==> src/rtl/riscv_defines.sv <==
// Shared definitions for the ID-stage hazard controller: register index
// width, the memory-wait state encoding and the shadow pipeline-stage record.
package riscv_defines;

    localparam int REG_ADDR_WIDTH = 5;

    typedef enum logic {
        RUN      = 1'b0,
        MEM_WAIT = 1'b1
    } hazard_state_t;

    // Destination info tracked for the EX and MEM stages.
    typedef struct packed {
        logic [REG_ADDR_WIDTH-1:0] rd;
        logic                      we;
        logic                      load;
    } stage_dst_t;

    // True when a source operand that is actually read matches a stage that
    // writes a non-zero destination register. x0 never carries a dependency.
    function automatic logic regMatch(input logic [REG_ADDR_WIDTH-1:0] rs,
                                      input logic                      useRs,
                                      input stage_dst_t                dst);
        return useRs && (rs != '0) && dst.we && (dst.rd == rs);
    endfunction

endpackage

==> src/rtl/hazard_fwd_cmp.sv <==
// Forwarding comparator for one source operand. type1 selects the EX-stage
// result, type2 the MEM-stage result; EX wins when both match because it
// holds the younger value. A load in EX has no result yet, so it never
// forwards from EX (that case is the load-use stall instead).
module hazard_fwd_cmp
    import riscv_defines::*;
(
    input  logic                      use_i,
    input  logic [REG_ADDR_WIDTH-1:0] rs_i,
    input  stage_dst_t                exDst_i,
    input  stage_dst_t                memDst_i,
    output logic                      type1_o,
    output logic                      type2_o
);

    assign type1_o = regMatch(rs_i, use_i, exDst_i) && !exDst_i.load;
    assign type2_o = regMatch(rs_i, use_i, memDst_i) && !type1_o;

endmodule

==> src/rtl/hazard_ctrl.sv <==
// ID-stage pipeline hazard controller. Tracks shadow destination state for
// EX and MEM, and produces every hold, bubble, flush and forwarding select
// for the ID/EX register, plus a data-memory wait FSM with timeout abort.
module hazard_ctrl
    import riscv_defines::*;
#(
    parameter int MEM_TIMEOUT = 255,
    parameter int CNT_WIDTH   = 32
) (
    input  logic                      clk,
    input  logic                      rst,
    input  logic [REG_ADDR_WIDTH-1:0] id_rs1_i,
    input  logic [REG_ADDR_WIDTH-1:0] id_rs2_i,
    input  logic                      id_use_rs1_i,
    input  logic                      id_use_rs2_i,
    input  logic [REG_ADDR_WIDTH-1:0] id_rd_i,
    input  logic                      id_write_en_i,
    input  logic                      id_load_i,
    input  logic                      ex_branch_taken_i,
    input  logic                      mem_access_i,
    input  logic                      dmem_ready_i,
    output logic                      fwrd_opA_type1_o,
    output logic                      fwrd_opA_type2_o,
    output logic                      fwrd_opB_type1_o,
    output logic                      fwrd_opB_type2_o,
    output logic                      stall_if_o,
    output logic                      stall_ctrl_o,
    output logic                      clear_ctrl_o,
    output logic                      flush_if_id_o,
    output logic                      stall_mem_o,
    output logic                      mem_timeout_o,
    output logic [CNT_WIDTH-1:0]      stall_count_o
);

    localparam int                WAIT_W    = $clog2(MEM_TIMEOUT + 1);
    localparam logic [WAIT_W-1:0] WAIT_LAST = WAIT_W'(MEM_TIMEOUT - 1);

    hazard_state_t        state_q, state_d;
    logic [WAIT_W-1:0]    waitCnt_q, waitCnt_d;
    logic                 timeoutFire;
    logic                 memTimeout_q;
    stage_dst_t           exDst_q, exDst_d;
    stage_dst_t           memDst_q, memDst_d;
    logic [CNT_WIDTH-1:0] stallCnt_q, stallCnt_d;

    logic fwdA1, fwdA2, fwdB1, fwdB2;
    logic memStall;
    logic loadUse;

    hazard_fwd_cmp u_fwdA (
        .use_i    (id_use_rs1_i),
        .rs_i     (id_rs1_i),
        .exDst_i  (exDst_q),
        .memDst_i (memDst_q),
        .type1_o  (fwdA1),
        .type2_o  (fwdA2)
    );

    hazard_fwd_cmp u_fwdB (
        .use_i    (id_use_rs2_i),
        .rs_i     (id_rs2_i),
        .exDst_i  (exDst_q),
        .memDst_i (memDst_q),
        .type1_o  (fwdB1),
        .type2_o  (fwdB2)
    );

    // Memory-wait FSM register, wait counter and delayed timeout pulse.
    always_ff @(posedge clk) begin
        if (rst) begin
            state_q      <= RUN;
            waitCnt_q    <= '0;
            memTimeout_q <= 1'b0;
        end else begin
            state_q      <= state_d;
            waitCnt_q    <= waitCnt_d;
            memTimeout_q <= timeoutFire;
        end
    end

    // Next state: enter MEM_WAIT on an unready access, leave on ready or after MEM_TIMEOUT wait cycles.
    always_comb begin
        state_d     = state_q;
        waitCnt_d   = waitCnt_q;
        timeoutFire = 1'b0;
        case (state_q)
            RUN: begin
                if (mem_access_i && !dmem_ready_i) begin
                    state_d   = MEM_WAIT;
                    waitCnt_d = '0;
                end
            end
            MEM_WAIT: begin
                if (dmem_ready_i) begin
                    state_d   = RUN;
                    waitCnt_d = '0;
                end else if (waitCnt_q == WAIT_LAST) begin
                    state_d     = RUN;
                    waitCnt_d   = '0;
                    timeoutFire = 1'b1;
                end else begin
                    waitCnt_d = waitCnt_q + WAIT_W'(1);
                end
            end
            default: begin
                state_d   = RUN;
                waitCnt_d = '0;
            end
        endcase
    end

    // Pipeline controls with priority memory stall > branch flush > load-use bubble.
    always_comb begin
        memStall = ((state_q == RUN) && mem_access_i && !dmem_ready_i) ||
                   ((state_q == MEM_WAIT) && !dmem_ready_i);
        loadUse  = exDst_q.load &&
                   (regMatch(id_rs1_i, id_use_rs1_i, exDst_q) ||
                    regMatch(id_rs2_i, id_use_rs2_i, exDst_q));

        fwrd_opA_type1_o = fwdA1;
        fwrd_opA_type2_o = fwdA2;
        fwrd_opB_type1_o = fwdB1;
        fwrd_opB_type2_o = fwdB2;
        stall_if_o       = 1'b0;
        stall_ctrl_o     = 1'b0;
        clear_ctrl_o     = 1'b0;
        flush_if_id_o    = 1'b0;
        stall_mem_o      = 1'b0;

        if (memStall) begin
            stall_if_o   = 1'b1;
            stall_ctrl_o = 1'b1;
            stall_mem_o  = 1'b1;
        end else if (ex_branch_taken_i) begin
            flush_if_id_o = 1'b1;
            clear_ctrl_o  = 1'b1;
        end else if (loadUse) begin
            stall_if_o       = 1'b1;
            clear_ctrl_o     = 1'b1;
            fwrd_opA_type1_o = 1'b0;
            fwrd_opA_type2_o = 1'b0;
            fwrd_opB_type1_o = 1'b0;
            fwrd_opB_type2_o = 1'b0;
        end
    end

    // Shadow next state follows the ID/EX and EX/MEM registers, including bubbles and the dropped access.
    always_comb begin
        exDst_d = exDst_q;
        if (!stall_ctrl_o) begin
            exDst_d.rd   = id_rd_i;
            exDst_d.we   = id_write_en_i && !clear_ctrl_o;
            exDst_d.load = id_load_i && !clear_ctrl_o;
        end
        memDst_d = memDst_q;
        if (!stall_mem_o) begin
            memDst_d = exDst_q;
        end
        if (timeoutFire) begin
            memDst_d.we = 1'b0;
        end
    end

    // Saturating count of cycles in which any hold or bubble is asserted.
    always_comb begin
        stallCnt_d = stallCnt_q;
        if ((stall_if_o || stall_ctrl_o || clear_ctrl_o) && (stallCnt_q != '1)) begin
            stallCnt_d = stallCnt_q + CNT_WIDTH'(1);
        end
    end

    // Shadow stage registers and the stall counter.
    always_ff @(posedge clk) begin
        if (rst) begin
            exDst_q    <= '0;
            memDst_q   <= '0;
            stallCnt_q <= '0;
        end else begin
            exDst_q    <= exDst_d;
            memDst_q   <= memDst_d;
            stallCnt_q <= stallCnt_d;
        end
    end

    assign mem_timeout_o = memTimeout_q;
    assign stall_count_o = stallCnt_q;

endmodule

==> config.mk <==
export PLATFORM = sky130hd
export DESIGN_NAME = hazard_ctrl
export DESIGN_NICKNAME = d
export VERILOG_FILES = /design/src/rtl/riscv_defines.sv /design/src/rtl/hazard_fwd_cmp.sv /design/src/rtl/hazard_ctrl.sv
export SDC_FILE = /design/constraint.sdc
export NUM_CORES = 1
export LEC_CHECK = 0
export BUFFER_PORTS_ARGS = -buffer_cell sky130_fd_sc_hd__buf_2
export CELL_PAD_IN_SITES_DETAIL_PLACEMENT = 0
export CELL_PAD_IN_SITES_GLOBAL_PLACEMENT = 2
export CORE_MARGIN = 10
export CORE_UTILIZATION = 28
export DETAILED_ROUTE_END_ITERATION = 6
export PLACE_DENSITY_LB_ADDON = 0.1
export SLEW_MARGIN = 20
export SYNTH_ARGS = -nofsm -noshare
export SYNTH_HDL_FRONTEND = slang
export SYNTH_SLANG_ARGS = --single-unit
==> constraint.sdc <==
create_clock -name clk -period 2.2 [get_ports clk]
set_input_delay 0.33 -clock clk [delete_from_list [all_inputs] [get_ports clk]]
set_output_delay 0.33 -clock clk [all_outputs]
set_load 0.02 [all_outputs]
==> impl_metrics.tcl, run 1 <==
set metrics [dict create \
    status "complete, but fails checks" \
    violations "setup timing" \
    synth_compound_gate_area_share_pct 16.3 \
    max-cap-violations 0 \
    stdcell_count 615 \
    seq_area_frac_synth_pct 38.3 \
    rsz0062_at_grt "yes" \
    endpoint_kind "register" \
    core_area_mm2 0.00986 \
    dr_total_vias 2932 \
    grt_max_degree 33 \
    ys_top_cells_by_area "dfxtp_1 38%, a21oi_1 8.0%, xor2_1 5.5%, nand2_1 5.2%, or3_1 4.4%" \
    reg2regPathDepth 8 \
    dieHeight_um 121 \
    postSynthCellCount 361 \
    hold_depth 2 \
    synthAdderAreaFrac_pct 1.31 \
    fin_crit_sh_pct 108 \
    synth_fp_nets 388 \
    synth-warning-count 0 \
    synth.area.mux_share_pct 2.79 \
    skew_ns 0.00862 \
    min_period_ns 2.38 \
    root_buffer "clkbuf_8" \
    gp_congestion 0.772 \
    final_max_slew_viol_count 0 \
    post-place-ws_ns -0.244 \
    hold_ws_ns 0.197 \
    initial_core_util_pct 29.1 \
    syn_area_per_cell_um2 7.96 \
    grt_pass1_vias 2770 \
    grt_antenna_before_repair 0 \
    n_antenna_cell 0 \
    ios 66 \
    drcViolationCount 0 \
    synth-simple-area-share_pct 30.1 \
    max_freq_ghz 0.420 \
    finalPower_w 0.00186 \
    synth_top_area_share_pct 38.3 \
    clk_pin_slew_ns 0.11 \
    holdPathEnd "mem_timeout_o" \
    vias_per_cell 4.77 \
    portBuffers 65 \
    slew_headroom_pct 46.7 \
    ir_drop_uv 277 \
    drive_gt1_share_pct 35.3 \
    yosysTopAreaCell "dfxtp_1" \
    synth_most_common_cell "dfxtp_1" \
    r2r-start "stall_count_o[11]" \
    async_flop_share_pct 0 \
    firstDrtPassIters 4 \
    nets 508 \
    cp.required_ns 2.41 \
    area_growth_pct 39.9 \
    rrSetupSlack_ns -0.18 \
    routed_wl_um 8890 \
    critPathLaunchType "register" \
    fillers 1049 \
    ctsHtreeMaxLevel 2 \
    synth_area_mm2 0.00287 \
    gr-total-overflow 0 \
    path_max_fanout 5 \
    setup_viol 35 \
    clk_path_buf_depth 2 \
    drtAntennaViolNets 0 \
    numCtsBuffers 5 \
    synthDistinctLibCells 41 \
    dieArea_mm2 0.0147 \
    synth_ff_type "dfxtp_1" \
    dieWidth_um 121 \
    synth_enable_flop_cells 0 \
    synth_xor_area_share_pct 7.01 \
    crit_start "stall_count_o[11]" \
    hpwl_um 6790 \
    clock-sinks 55 \
    p_leak_nw 1.64 \
    num_rows 36 \
    min_from "dmem_ready_i" \
    worst_pin_slew_ns 0.796 \
    track_usage_pct 11.8 \
    r2r-end "stall_count_o[30]" \
    critPathKind "reg2reg" \
    synth_top_family_by_area "simple AND/OR/NAND/NOR gates" \
    clock_latency_ns 0.32 \
    dp.cells 601 \
    setup_ws_ns -0.179 \
    critical_path_arrival_ns 2.59 \
    synth_seq_cells 55 \
    grt_pass1_wl_um 14300 \
    synth_common_cells "55 x dfxtp_1, 46 x a21oi_1, 40 x nand2_1" \
    avgRoutedWirePerCell_um 14.4 \
    min_path_type "in2reg" \
    hold_viol 0 \
    cts_tree "yes" \
    powerDensity_mw_per_mm2 464 \
    ctsHoldBuffers 0 \
    drtIter0Drc 116 \
]
## state kept, by name, indices dropped and copies added, names as in the netlist
register       flops
stall_count_o     32
waitCnt_q          8
exDst_q            7
memDst_q           6
mem_timeout_o      1
state_q            1
## placed cells by master (no fill, tap or decap), types with 7 or more instances in the layout
cell type / n
nand3_1: 16
or3_1: 18
buf_6: 7
buf_2: 62
o31ai_1: 11
xor2_1: 18
o21ai_0: 10
nor2b_1: 8
nand2_1: 40
nand4_1: 13
buf_4: 59
nor2_1: 26
dfxtp_1: 48
nor3_1: 9
o21ai_1: 10
a21oi_1: 45
or4_1: 11
inv_1: 7
## timing repair
action,CTS,global route
setup endpoints to repair,35,39
setup buffers,5,2
gates resized for setup,19,15
hold endpoints to repair,0,0
pin swaps,16,10
gates cloned,0,0
## stage by stage
step,TNS (ns),cell area (µm²),util [%]
after floorplan,-0.869,2920,-
final,-3.47,4020,40.8
after CTS,-3.25,3950,40.1
after global placement,-3.52,3770,38.2
after detailed placement,-3.62,3770,38.2
after global routing,-7.34,4020,40.8
## critical path, stage by stage (launching register included)
cell,delay (ns)
dfxtp_4,0.36
and4_4,0.24
nand4_4,0.07
or3_4,0.41
or4_4,0.52
o211ai_1,0.14
buf_4,0.20
nor3_4,0.04
mux2_4,0.29
## power by group
part	internal, W	switching (W)
Combinational	0.000111	0.000145
Sequential	0.00101	0.0000205
Clock	0.000224	0.000353
Total	0.00135	0.000518
## worst max-delay path by stage
| stage | slack [ns] | cells past startpoint | to |
|---|---|---|---|
| final | -0.18 | 8 | stall_count_o[30] |
| after global routing | -0.29 | 10 | stall_count_o[10] |
| after CTS | -0.14 | 9 | stall_count_o[10] |
| after detailed placement | -0.24 | 10 | stall_count_o[10] |
| after global placement | -0.20 | 10 | stall_count_o[10] |
| after floorplan | -0.17 | 8 | stall_count_o[30] |
## per-layer routing
layer / part of all wire (%) / global-route usage, % / routed length, µm / vias to the layer above
li1: - / - / - / 1539
met1: 49 / 15.6 / 4360 / 1344
met2: 45 / 18.7 / 4040 / 41
met3: 4.7 / 3.26 / 417 / 8
met4: 0.82 / 2.68 / 73 / 0
met5: 0 / 0 / 0 / -
## layout make-up
| cell class | count | area (µm²) | area share [%] |
|---|---|---|---|
| clock inverters | 2 | 12.5 | 0.311 |
| multi-input cells | 281 | 1740 | 43.3 |
| flip-flops and latches | 55 | 1120 | 27.9 |
| repair buffers | 130 | 872 | 21.7 |
| inverters | 8 | 33.8 | 0.840 |
| clock buffers | 6 | 72.6 | 1.81 |
| well taps | 133 | 166 | 4.14 |
## logic make-up (layout without fill, tap and decap cells)
logic type,after synthesis,in the layout
AND/OR/NAND/NOR,164,164
AO/OA/AOI/OAI,84,84
flip-flops,55,55
buffers and inverters,25,146
XOR/XNOR,23,23
multiplexers,7,7
adder cells (fa/ha/maj),3,3
Power figures use the tool's default switching activity.
==> inputs of run 2 (changes only) <==
ABC_AREA = 1   (was not set)
CORE_UTILIZATION = 26   (was 28)
==> run 2 against run 1 <==
The run now ends clean. Fmax increased by 17%. Clock skew fell by 0.0023 ns. Cell count grew 27%. Die area rose by 23%. First-iteration DRC count grew 18%. Clock power up 66%. Combinational power fell by 5%. Worst setup slack better by 0.35 ns. Synthesized area up 19%. Global-route usage shrank 0.54 points. Highest routed layer unchanged.
==> impl_metrics.tcl, run 2 <==
set metrics [dict create \
    status "complete, no violations" \
    powerDensity_mw_per_mm2 547 \
    layout_common_cells "131 x nand2_1, 88 x nor2_1, 76 x inv_1" \
    grt_antenna_before_repair 0 \
    cts_tree "yes" \
    slew_headroom_pct 65.0 \
    grt_max_degree 59 \
    r2r-end "stall_count_o[5]" \
    dp.cells 769 \
    drive_gt1_share_pct 19.1 \
    critPathBufInv 1 \
    critPathLaunchType "register" \
    synth_seq_cells 55 \
    clk_path_buf_depth 2 \
    cp_slowest_cell "dfxtp_1" \
    rsz0062_at_grt "yes" \
    rrSetupSlack_ns 0.17 \
    hold_viol 0 \
    hold_depth 3 \
    synth_ff_type "dfxtp_1" \
    n_antenna_cell 0 \
    synth_area_mm2 0.00342 \
    largest_register_ffs 32 \
    vias_per_cell 4.40 \
    critPathKind "reg2reg" \
    synth_fp_nets 568 \
    yosysTopAreaCell "dfxtp_1" \
    hold_ws_ns 0.264 \
    critical_path_arrival_ns 2.23 \
    gp_congestion 0.804 \
    avgRoutedWirePerCell_um 13.1 \
    clk_pin_slew_ns 0.08 \
    ctsHtreeMaxLevel 2 \
    combPwrFrac_pct 10.8 \
    max-cap-violations 0 \
    min_from "id_load_i" \
    skew_ns 0.00633 \
    endpoint_kind "register" \
    final_common_cell "nand2_1" \
    initial_core_util_pct 26.8 \
    dieWidth_um 135 \
    path_delay_family "simple AND/OR/NAND/NOR gates" \
    clock_latency_ns 0.31 \
    cp.required_ns 2.40 \
    synth_top_area_share_pct 32.2 \
    final_max_slew_viol_count 0 \
    dpl_cell_area_mm2 0.00392 \
    worst_pin_slew_ns 0.519 \
    min_period_ns 2.03 \
    setup_viol 0 \
    crit_top_cell "nand2_1" \
    synthDistinctLibCells 35 \
    track_usage_pct 11.3 \
    holdPathEnd "exDst_q[0]" \
    clkPwrFrac_pct 42.7 \
    ir_drop_uv 335 \
    dieHeight_um 135 \
    design_area_mm2 0.00410 \
    p_leak_nw 1.94 \
    seq_area_frac_synth_pct 32.2 \
    async_flop_share_pct 0 \
    grt_pass1_vias 3454 \
    switching_share_pct 26.5 \
    cts_setup_buffers 0 \
    gr-total-overflow 0 \
    min_path_type "in2reg" \
    hpwl_um 7740 \
    numCtsBuffers 5 \
    ys_top_cells_by_area "dfxtp_1 32%, nand2_1 14%, nor2_1 9.6%, inv_1 8.3%, nand3_1 6.3%" \
    drtIter0Drc 137 \
    dr_total_vias 3426 \
    routed_wl_um 10200 \
    slowest_delay_ns 0.41 \
    syn_area_per_cell_um2 6.33 \
    synth-warning-count 0 \
    portBuffers 65 \
    reg2regPathDepth 9 \
    area_growth_pct 19.9 \
    fin_crit_sh_pct 92.1 \
    drtAntennaViolNets 0 \
    path_max_fanout 12 \
    switching_power_w 0.000594 \
    crit_chain "nand2_1 -> nor2_2 -> nand2_1 -> nor3_2 -> nand3_2 -> nand3b_2 -> inv_2 -> a21oi_1 -> nor2_1" \
    drcViolationCount 0 \
    synth_enable_flop_cells 0 \
    seqPwrFrac_pct 46.5 \
    max_freq_ghz 0.493 \
    nets 632 \
    core_area_mm2 0.0128 \
    firstDrtPassIters 5 \
    root_buffer "clkbuf_16" \
    grt_pass1_wl_um 16800 \
    dieArea_mm2 0.0182 \
    final.setup.tns_ns 0 \
    synth_most_common_cell "nand2_1" \
    p_int_w 0.00165 \
    ios 66 \
    postSynthCellCount 541 \
    num_rows 41 \
    clock-sinks 55 \
    stdcell_count 778 \
    finalPower_w 0.00225 \
    synth_common_cells "131 x nand2_1, 88 x nor2_1, 76 x inv_1" \
    r2r-start "stall_count_o[24]" \
]
## run 2: cell count changes after synthesis, sizes merged, moves of 9 or more
cell    before  now
or4         12    0
nor2        30   97
or3         21    0
nand2       40  134
o31ai       11    0
a21oi       46   36
xor2        18    7
nand3b       0    9
inv          8   82
nand3       16   51
## run 2: worst max-delay path by stage
| stage | start | end | depth (start not counted) |
|---|---|---|---|
| final | stall_count_o[24] | stall_count_o[5] | 9 |
| after global routing | stall_count_o[24] | stall_count_o[5] | 9 |
| after floorplan | stall_count_o[0] | stall_count_o[4] | 13 |
| after detailed placement | stall_count_o[1] | stall_count_o[27] | 12 |
| after global placement | stall_count_o[1] | stall_count_o[27] | 12 |
| after CTS | stall_count_o[1] | stall_count_o[27] | 12 |
## run 2: what timing repair did
item / CTS / global route
setup endpoints to repair: 0 / 8
hold buffers: 0 / 0
resized for setup: 0 / 2
## run 2: routing by layer
| layer | vias up | GRT usage, % | wire length [µm] |
|---|---|---|---|
| li1 | 1832 | - | - |
| met1 | 1525 | 13.5 | 4670 |
| met2 | 61 | 18.9 | 4860 |
| met3 | 8 | 3.41 | 536 |
| met4 | 0 | 3.75 | 121 |
| met5 | - | 0 | 0 |
## run 2: metrics by stage
stage	util [%]	setup WS, ns
global placement	30.7	0.204
finish	32.1	0.173
floorplan	-	0.331
global route	32.1	-0.0434
detailed placement	30.7	0.164
CTS	32.0	0.154
## run 2: worst min-delay path: stages
cell and delay (ns):
buf_2 0.09, nand2_1 0.05, a21oi_1 0.05
## run 2: kinds of logic after synthesis
group,Yosys count,share of synthesized area (%)
compound gates,62,9.76
xor+xnor,10,2.56
buf+inv,98,12.2
flops,55,32.2
fa+ha+maj,3,1.10
simple gates,313,42.2
## run 2: power groups by stage
stage	clock, W	combinational (W)	sequential [W]
after CTS	0.00101	0.000248	0.00104
after floorplan	0	0.000160	0.00107
after detailed placement	0	0.000248	0.00107
final	0.000959	0.000242	0.00104
after global placement	0	0.000248	0.00107
after global routing	0.00104	0.000277	0.00105
## run 2: area by class of cell
class | instances | area (µm²)
Inverter | 82 | 308
Multi-Input combinational cell | 389 | 1910
Clock buffer | 5 | 125
Tap cell | 172 | 215
Sequential cell | 55 | 1100
Fill cell | 1447 | 8670
Timing Repair Buffer | 72 | 390
Clock inverter | 3 | 47.5
